==> src/rtl/mfcc_frame_buffer.sv <==
// Ring buffer of MFCC frames between the accelerator output stream
// and a valid/ready consumer; whole frames are dropped when full.
module mfcc_frame_buffer #(
  parameter int NUM_FRAMES = 4,
  parameter int MAX_COEFFS = 16
) (
  input  logic        clk,
  input  logic        rst,
  input  logic [31:0] mfcc_in,
  input  logic        mfcc_valid,
  input  logic [7:0]  num_mfcc_coeffs,
  output logic [31:0] rd_data,
  output logic        rd_valid,
  input  logic        rd_ready,
  output logic        rd_last,
  output logic [4:0]  frames_avail,
  output logic        overflow,
  output logic [7:0]  dropped_frames
);

  localparam int SW = $clog2(NUM_FRAMES);
  localparam int CW = (MAX_COEFFS > 1) ? $clog2(MAX_COEFFS) : 1;
  localparam int LW = CW + 1;

  localparam logic [LW-1:0] MAX_LEN = LW'(MAX_COEFFS);
  localparam logic [7:0]    MAX_N8  = 8'(MAX_COEFFS);
  localparam logic [4:0]    FULL    = 5'(NUM_FRAMES);

  typedef enum logic [1:0] {
    IDLE,
    LOAD,
    STREAM
  } state_e;

  logic [31:0]   mem_q [NUM_FRAMES][MAX_COEFFS];
  logic [LW-1:0] len_q [NUM_FRAMES];

  logic [CW-1:0] wr_idx_q, wr_idx_d;
  logic [SW-1:0] wr_slot_q, wr_slot_d;
  logic [LW-1:0] wr_len_q, wr_len_d;
  logic          drop_q, drop_d;
  logic [4:0]    avail_q, avail_d;
  logic          ovf_q, ovf_d;
  logic [7:0]    drop_cnt_q, drop_cnt_d;

  state_e        state_q, state_d;
  logic [SW-1:0] rd_slot_q, rd_slot_d;
  logic [CW-1:0] rd_idx_q, rd_idx_d;
  logic [31:0]   rd_data_q, rd_data_d;

  logic          first;
  logic [LW-1:0] clamp_len;
  logic [LW-1:0] cur_len;
  logic          cur_drop;
  logic          frame_end;
  logic          mem_we;
  logic          len_we;
  logic          wr_done;
  logic          rd_done;
  logic [LW-1:0] rd_len;
  logic          rd_at_last;

  // Write side: latch length at frame start, decide drop, advance indices
  always_comb begin
    wr_idx_d   = wr_idx_q;
    wr_slot_d  = wr_slot_q;
    wr_len_d   = wr_len_q;
    drop_d     = drop_q;
    ovf_d      = ovf_q;
    drop_cnt_d = drop_cnt_q;
    mem_we     = 1'b0;
    len_we     = 1'b0;
    wr_done    = 1'b0;
    first      = (wr_idx_q == '0);
    if (num_mfcc_coeffs == 8'd0) begin
      clamp_len = LW'(1);
    end else if (num_mfcc_coeffs > MAX_N8) begin
      clamp_len = MAX_LEN;
    end else begin
      clamp_len = LW'(num_mfcc_coeffs);
    end
    cur_len   = first ? clamp_len : wr_len_q;
    cur_drop  = first ? (avail_q == FULL) : drop_q;
    frame_end = ({1'b0, wr_idx_q} == cur_len - LW'(1));
    if (mfcc_valid) begin
      wr_len_d = cur_len;
      drop_d   = cur_drop;
      mem_we   = !cur_drop;
      len_we   = first && !cur_drop;
      if (frame_end) begin
        wr_idx_d = '0;
        if (cur_drop) begin
          ovf_d = 1'b1;
          if (drop_cnt_q != 8'hFF) begin
            drop_cnt_d = drop_cnt_q + 8'd1;
          end
        end else begin
          wr_slot_d = wr_slot_q + SW'(1);
          wr_done   = 1'b1;
        end
      end else begin
        wr_idx_d = wr_idx_q + CW'(1);
      end
    end
  end

  assign rd_len     = len_q[rd_slot_q];
  assign rd_at_last = ({1'b0, rd_idx_q} == rd_len - LW'(1));

  // Read FSM next state: fetch coefficient 0, then stream one per handshake
  always_comb begin
    state_d   = state_q;
    rd_slot_d = rd_slot_q;
    rd_idx_d  = rd_idx_q;
    rd_data_d = rd_data_q;
    rd_done   = 1'b0;
    unique case (state_q)
      IDLE: begin
        if (avail_q != 5'd0) begin
          state_d = LOAD;
        end
      end
      LOAD: begin
        rd_data_d = mem_q[rd_slot_q][CW'(0)];
        rd_idx_d  = '0;
        state_d   = STREAM;
      end
      STREAM: begin
        if (rd_ready) begin
          if (rd_at_last) begin
            rd_slot_d = rd_slot_q + SW'(1);
            rd_done   = 1'b1;
            state_d   = IDLE;
          end else begin
            rd_idx_d  = rd_idx_q + CW'(1);
            rd_data_d = mem_q[rd_slot_q][rd_idx_q + CW'(1)];
          end
        end
      end
      default: state_d = IDLE;
    endcase
  end

  // Occupancy: a slot stays counted until its last coefficient is taken
  always_comb begin
    avail_d = avail_q + {4'b0, wr_done} - {4'b0, rd_done};
  end

  // Control and datapath registers
  always_ff @(posedge clk) begin
    if (rst) begin
      wr_idx_q   <= '0;
      wr_slot_q  <= '0;
      wr_len_q   <= '0;
      drop_q     <= 1'b0;
      avail_q    <= '0;
      ovf_q      <= 1'b0;
      drop_cnt_q <= '0;
      state_q    <= IDLE;
      rd_slot_q  <= '0;
      rd_idx_q   <= '0;
      rd_data_q  <= '0;
    end else begin
      wr_idx_q   <= wr_idx_d;
      wr_slot_q  <= wr_slot_d;
      wr_len_q   <= wr_len_d;
      drop_q     <= drop_d;
      avail_q    <= avail_d;
      ovf_q      <= ovf_d;
      drop_cnt_q <= drop_cnt_d;
      state_q    <= state_d;
      rd_slot_q  <= rd_slot_d;
      rd_idx_q   <= rd_idx_d;
      rd_data_q  <= rd_data_d;
    end
  end

  // Frame storage and per-slot lengths; contents survive reset
  always_ff @(posedge clk) begin
    if (mem_we) begin
      mem_q[wr_slot_q][wr_idx_q] <= mfcc_in;
    end
    if (len_we) begin
      len_q[wr_slot_q] <= cur_len;
    end
  end

  assign rd_data        = rd_data_q;
  assign rd_valid       = (state_q == STREAM);
  assign rd_last        = rd_valid && rd_at_last;
  assign frames_avail   = avail_q;
  assign overflow       = ovf_q;
  assign dropped_frames = drop_cnt_q;

endmodule

==> config.mk <==
export PLATFORM = sky130hd
export DESIGN_NAME = mfcc_frame_buffer
export DESIGN_NICKNAME = d
export VERILOG_FILES = /design/src/rtl/mfcc_frame_buffer.sv
export SDC_FILE = /design/constraint.sdc
export NUM_CORES = 2
export LEC_CHECK = 0
export CORE_MARGIN = 1.5
export CORE_UTILIZATION = 60
export DETAILED_ROUTE_END_ITERATION = 7
export GPL_ROUTABILITY_DRIVEN = 0
export GPL_TIMING_DRIVEN = 0
export PLACE_DENSITY = 0.77
export SLEW_MARGIN = 20
export SYNTH_ARGS = -nofsm -noshare
export SYNTH_HDL_FRONTEND = slang
export SYNTH_SLANG_ARGS = --single-unit
==> constraint.sdc <==
create_clock -name clk -period 9.4 [get_ports clk]
set_clock_uncertainty 0.1 [all_clocks]
set_input_delay 1.88 -clock clk [delete_from_list [all_inputs] [get_ports clk]]
set_output_delay 1.88 -clock clk [all_outputs]
set_load 0.02 [all_outputs]
==> impl_metrics.json <==
{
  "wire_per_inst_um": 39.9,
  "cts_resized": 0,
  "drc": 9,
  "vias": 43800,
  "fin_setup_tns_ps": 0,
  "placed_area_um2": 88400,
  "clk_latency_ps": 840,
  "cap_viol_max_count": 0,
  "grt_pass1_wl_um": 335000,
  "die_area_um2": 140000,
  "cp_common_cell": "xnor2_1",
  "vdd_ir_drop_max_uv": 195,
  "setup_viol": 0,
  "worst_pin_slew_ps": 1270,
  "whs_ps": 340,
  "synth_seq_cells": 2136,
  "max_stage_delay_ps": 600,
  "wl_um": 241000,
  "grt_use_total_pct": 35.0,
  "portBuffers": 90,
  "slowest_stage": "mux4_2",
  "synth-edff-count": 2068,
  "rows": 135,
  "syn2layout_area_growth_pct": 15.0,
  "fp.dieW_um": 374,
  "gr-total-overflow": 0,
  "ys_seq_area_share_pct": 76.9,
  "cts_setup_buffers": 0,
  "cp.arrival_ps": 3880,
  "rr_endpoint": "mem_q[1][306]",
  "viasPerCell": 7.24,
  "crit_type": "reg -> out",
  "cp_top_family": "buffers and inverters",
  "r2r_cells": 10,
  "cp_max_fo": 7,
  "start_kind": "flip-flop",
  "root_buffer": "clkbuf_16",
  "dpl.hpwl_um": 152000,
  "yosys_warnings": 0,
  "synthFlopType": "edfxtp_1",
  "cts_sinks": 2136,
  "max_slew_margin_pct": 15.5,
  "final_hold_viol_count": 0,
  "cts_tree": "yes",
  "drtIter0Drc": 7759,
  "core_area_um2": 136000,
  "cp.required_ps": 7420,
  "pwr_density_cell_nw_per_um2": 199,
  "drive_gt1_share_pct": 28.0,
  "r2r-start": "wr_idx_q[0]",
  "final_util_pct": 69.8,
  "end_kind": "output port",
  "syn_area_per_cell_um2": 22.4,
  "r2r_setup_slack_ps": 4070,
  "io_pins": 92,
  "path_depth": 10,
  "htree_levels": 4,
  "cts.reportedPaths.clkPinSlew_ps": 60,
  "hold_buffers": 0,
  "clockBufferDepth": 3,
  "dp_slack_ps": 2810,
  "violations": "DRC",
  "postSynth.asyncResetShare_pct": 0,
  "hold_path.class": "reg -> reg",
  "final_antenna_net_count": 0,
  "start_util_pct": 60.7,
  "fin_area_um2": 94900,
  "numCtsBuffers": 204,
  "ff_latch_area_um2": 63500,
  "ys_types": 82,
  "setup_ws_ps": 3540,
  "fill_cells": 7572,
  "endpoint": "rd_last",
  "grt_antenna_before_repair": 25,
  "fin_crit_ps": 5860,
  "multiInputGateArea_um2": 18300,
  "rsz0062_at_grt": "false",
  "p_leak_nw": 28.9,
  "synthCells": 3683,
  "critPathBufInv": 3,
  "first_pass_iters": 8,
  "status": "finished with violations",
  "timing.fmax_ghz": 0.171,
  "crit_path_cell_trace": "buf_4 > mux4_2 > inv_1 > ha_1 > xnor2_1 > xnor2_1 > nor3_1 > and3_1 > and2_1 > clkdlybuf4s50_1",
  "finalMaxSlewViolations": 0,
  "syn_nets": 3746,
  "grt_max_degree": 65,
  "grt_pass1_vias": 43300,
  "period_share_pct": 62.3,
  "die_y_um": 374,
  "nNetsFinal": 4146,
  "syn-cell-area_um2": 82500
}
flip-flops by register name, summed over array words and instances (netlist names), 4 cells and up, named ones only:
signal	count
dropped_frames	8
len_q	20
mem_q	2048
frames_avail	5
wr_idx_q	4
rd_idx_q	4
wr_len_q	5
rd_data	32
cells in the mapped netlist (27+ instances only):
| cell type | number | area (um2) |
|---|---|---|
| mux2i_1 | 41 | 410 |
| nor2_1 | 147 | 552 |
| mux4_2 | 581 | 13100 |
| o21ai_1 | 27 | 135 |
| a31oi_1 | 29 | 181 |
| a21oi_1 | 44 | 220 |
| nor2b_1 | 37 | 231 |
| edfxtp_1 | 2068 | 62100 |
| dfxtp_1 | 68 | 1360 |
| clkbuf_1 | 92 | 345 |
| nand2_1 | 73 | 274 |
| buf_2 | 63 | 315 |
| nand3_1 | 28 | 140 |
| nand2b_1 | 34 | 213 |
cell usage in the layout, fill, tap and decap left out, drive strengths merged, types with 16 or more instances in the layout:
cell and count:
nand2 73, bufinv 16, mux2i 41, o221a 25, clkdlybuf4s50 58, edfxtp 2068, ha 18, nor2b 37
a211o 24, dfxtp 68, o21ai 37, clkbuf 350, buf 244, nand2b 34, nand3 28, a21oi 45
a32o 25, nor2 148, a31oi 30, inv 33, mux4 581, clkinv 90, a32oi 26
area by class of cell:
class | instances | share of cell area [%]
diodes | 9 | 0.0237
plain buffers | 206 | 1.08
clock buffers | 254 | 5.62
clock inverters | 121 | 1.16
inverters | 27 | 0.109
multi-input cells | 1314 | 19.3
flip-flops and latches | 2136 | 66.9
well taps | 1781 | 2.35
repair buffers | 194 | 3.41
power by group:
| part | total [mW] | internal, mW | switching, mW |
|---|---|---|---|
| registers | 10.5 | 10.5 | 0.00909 |
| logic | 0.363 | 0.0948 | 0.268 |
| clock network | 8.06 | 4.47 | 3.59 |
| total | 18.9 | 15.0 | 3.86 |
how the worst min path moves through the flow:
stage	from	endpoint	slack [ps]	cells past startpoint
global placement	state_q[0]	state_q[0]	320	1
finish	state_q[0]	state_q[0]	340	1
detailed placement	state_q[0]	state_q[0]	320	1
CTS	state_q[0]	state_q[0]	340	1
floorplan	state_q[0]	state_q[0]	300	1
global route	overflow	overflow	380	2
logic make-up after synthesis:
family / share of synthesized area, %
and+or+nand+nor: 2.24
AOI/OAI and AO/OA: 2.46
adders and majority gates: 0.297
xor gates and xnor gates: 0.181
DFF: 76.9
muxes: 16.5
buffers and inverters: 1.36
routing by layer:
| layer | up-vias | track usage, % | part of all wire [%] | wire [um] |
|---|---|---|---|---|
| met5 | - | 0 | 0.046 | 110 |
| met1 | 22700 | 45.6 | 33 | 79800 |
| met4 | 16 | 18.4 | 6.1 | 14700 |
| li1 | 16400 | - | - | - |
| met3 | 747 | 12.1 | 15 | 35400 |
| met2 | 3844 | 52.9 | 46 | 111000 |
stage by stage:
step / std cells / power, mW
after CTS: 6031 / 18.9
after global routing: 6034 / 19.2
after detailed placement: 5656 / 11.0
final: 6042 / 18.9
after global placement: 5554 / 11.0
after floorplan: 3683 / 10.8
worst reg2reg max path, cell delays in order (launching register included):
cell	delay, ps
dfxtp_1	360
inv_1	160
ha_1	530
or3b_4	510
a21oi_1	250
and2_1	180
clkbuf_1	490
clkbuf_1	680
nand3_1	590
nor2_4	870
buf_12	280
Note: power is estimated with default switching activity, not from simulation.
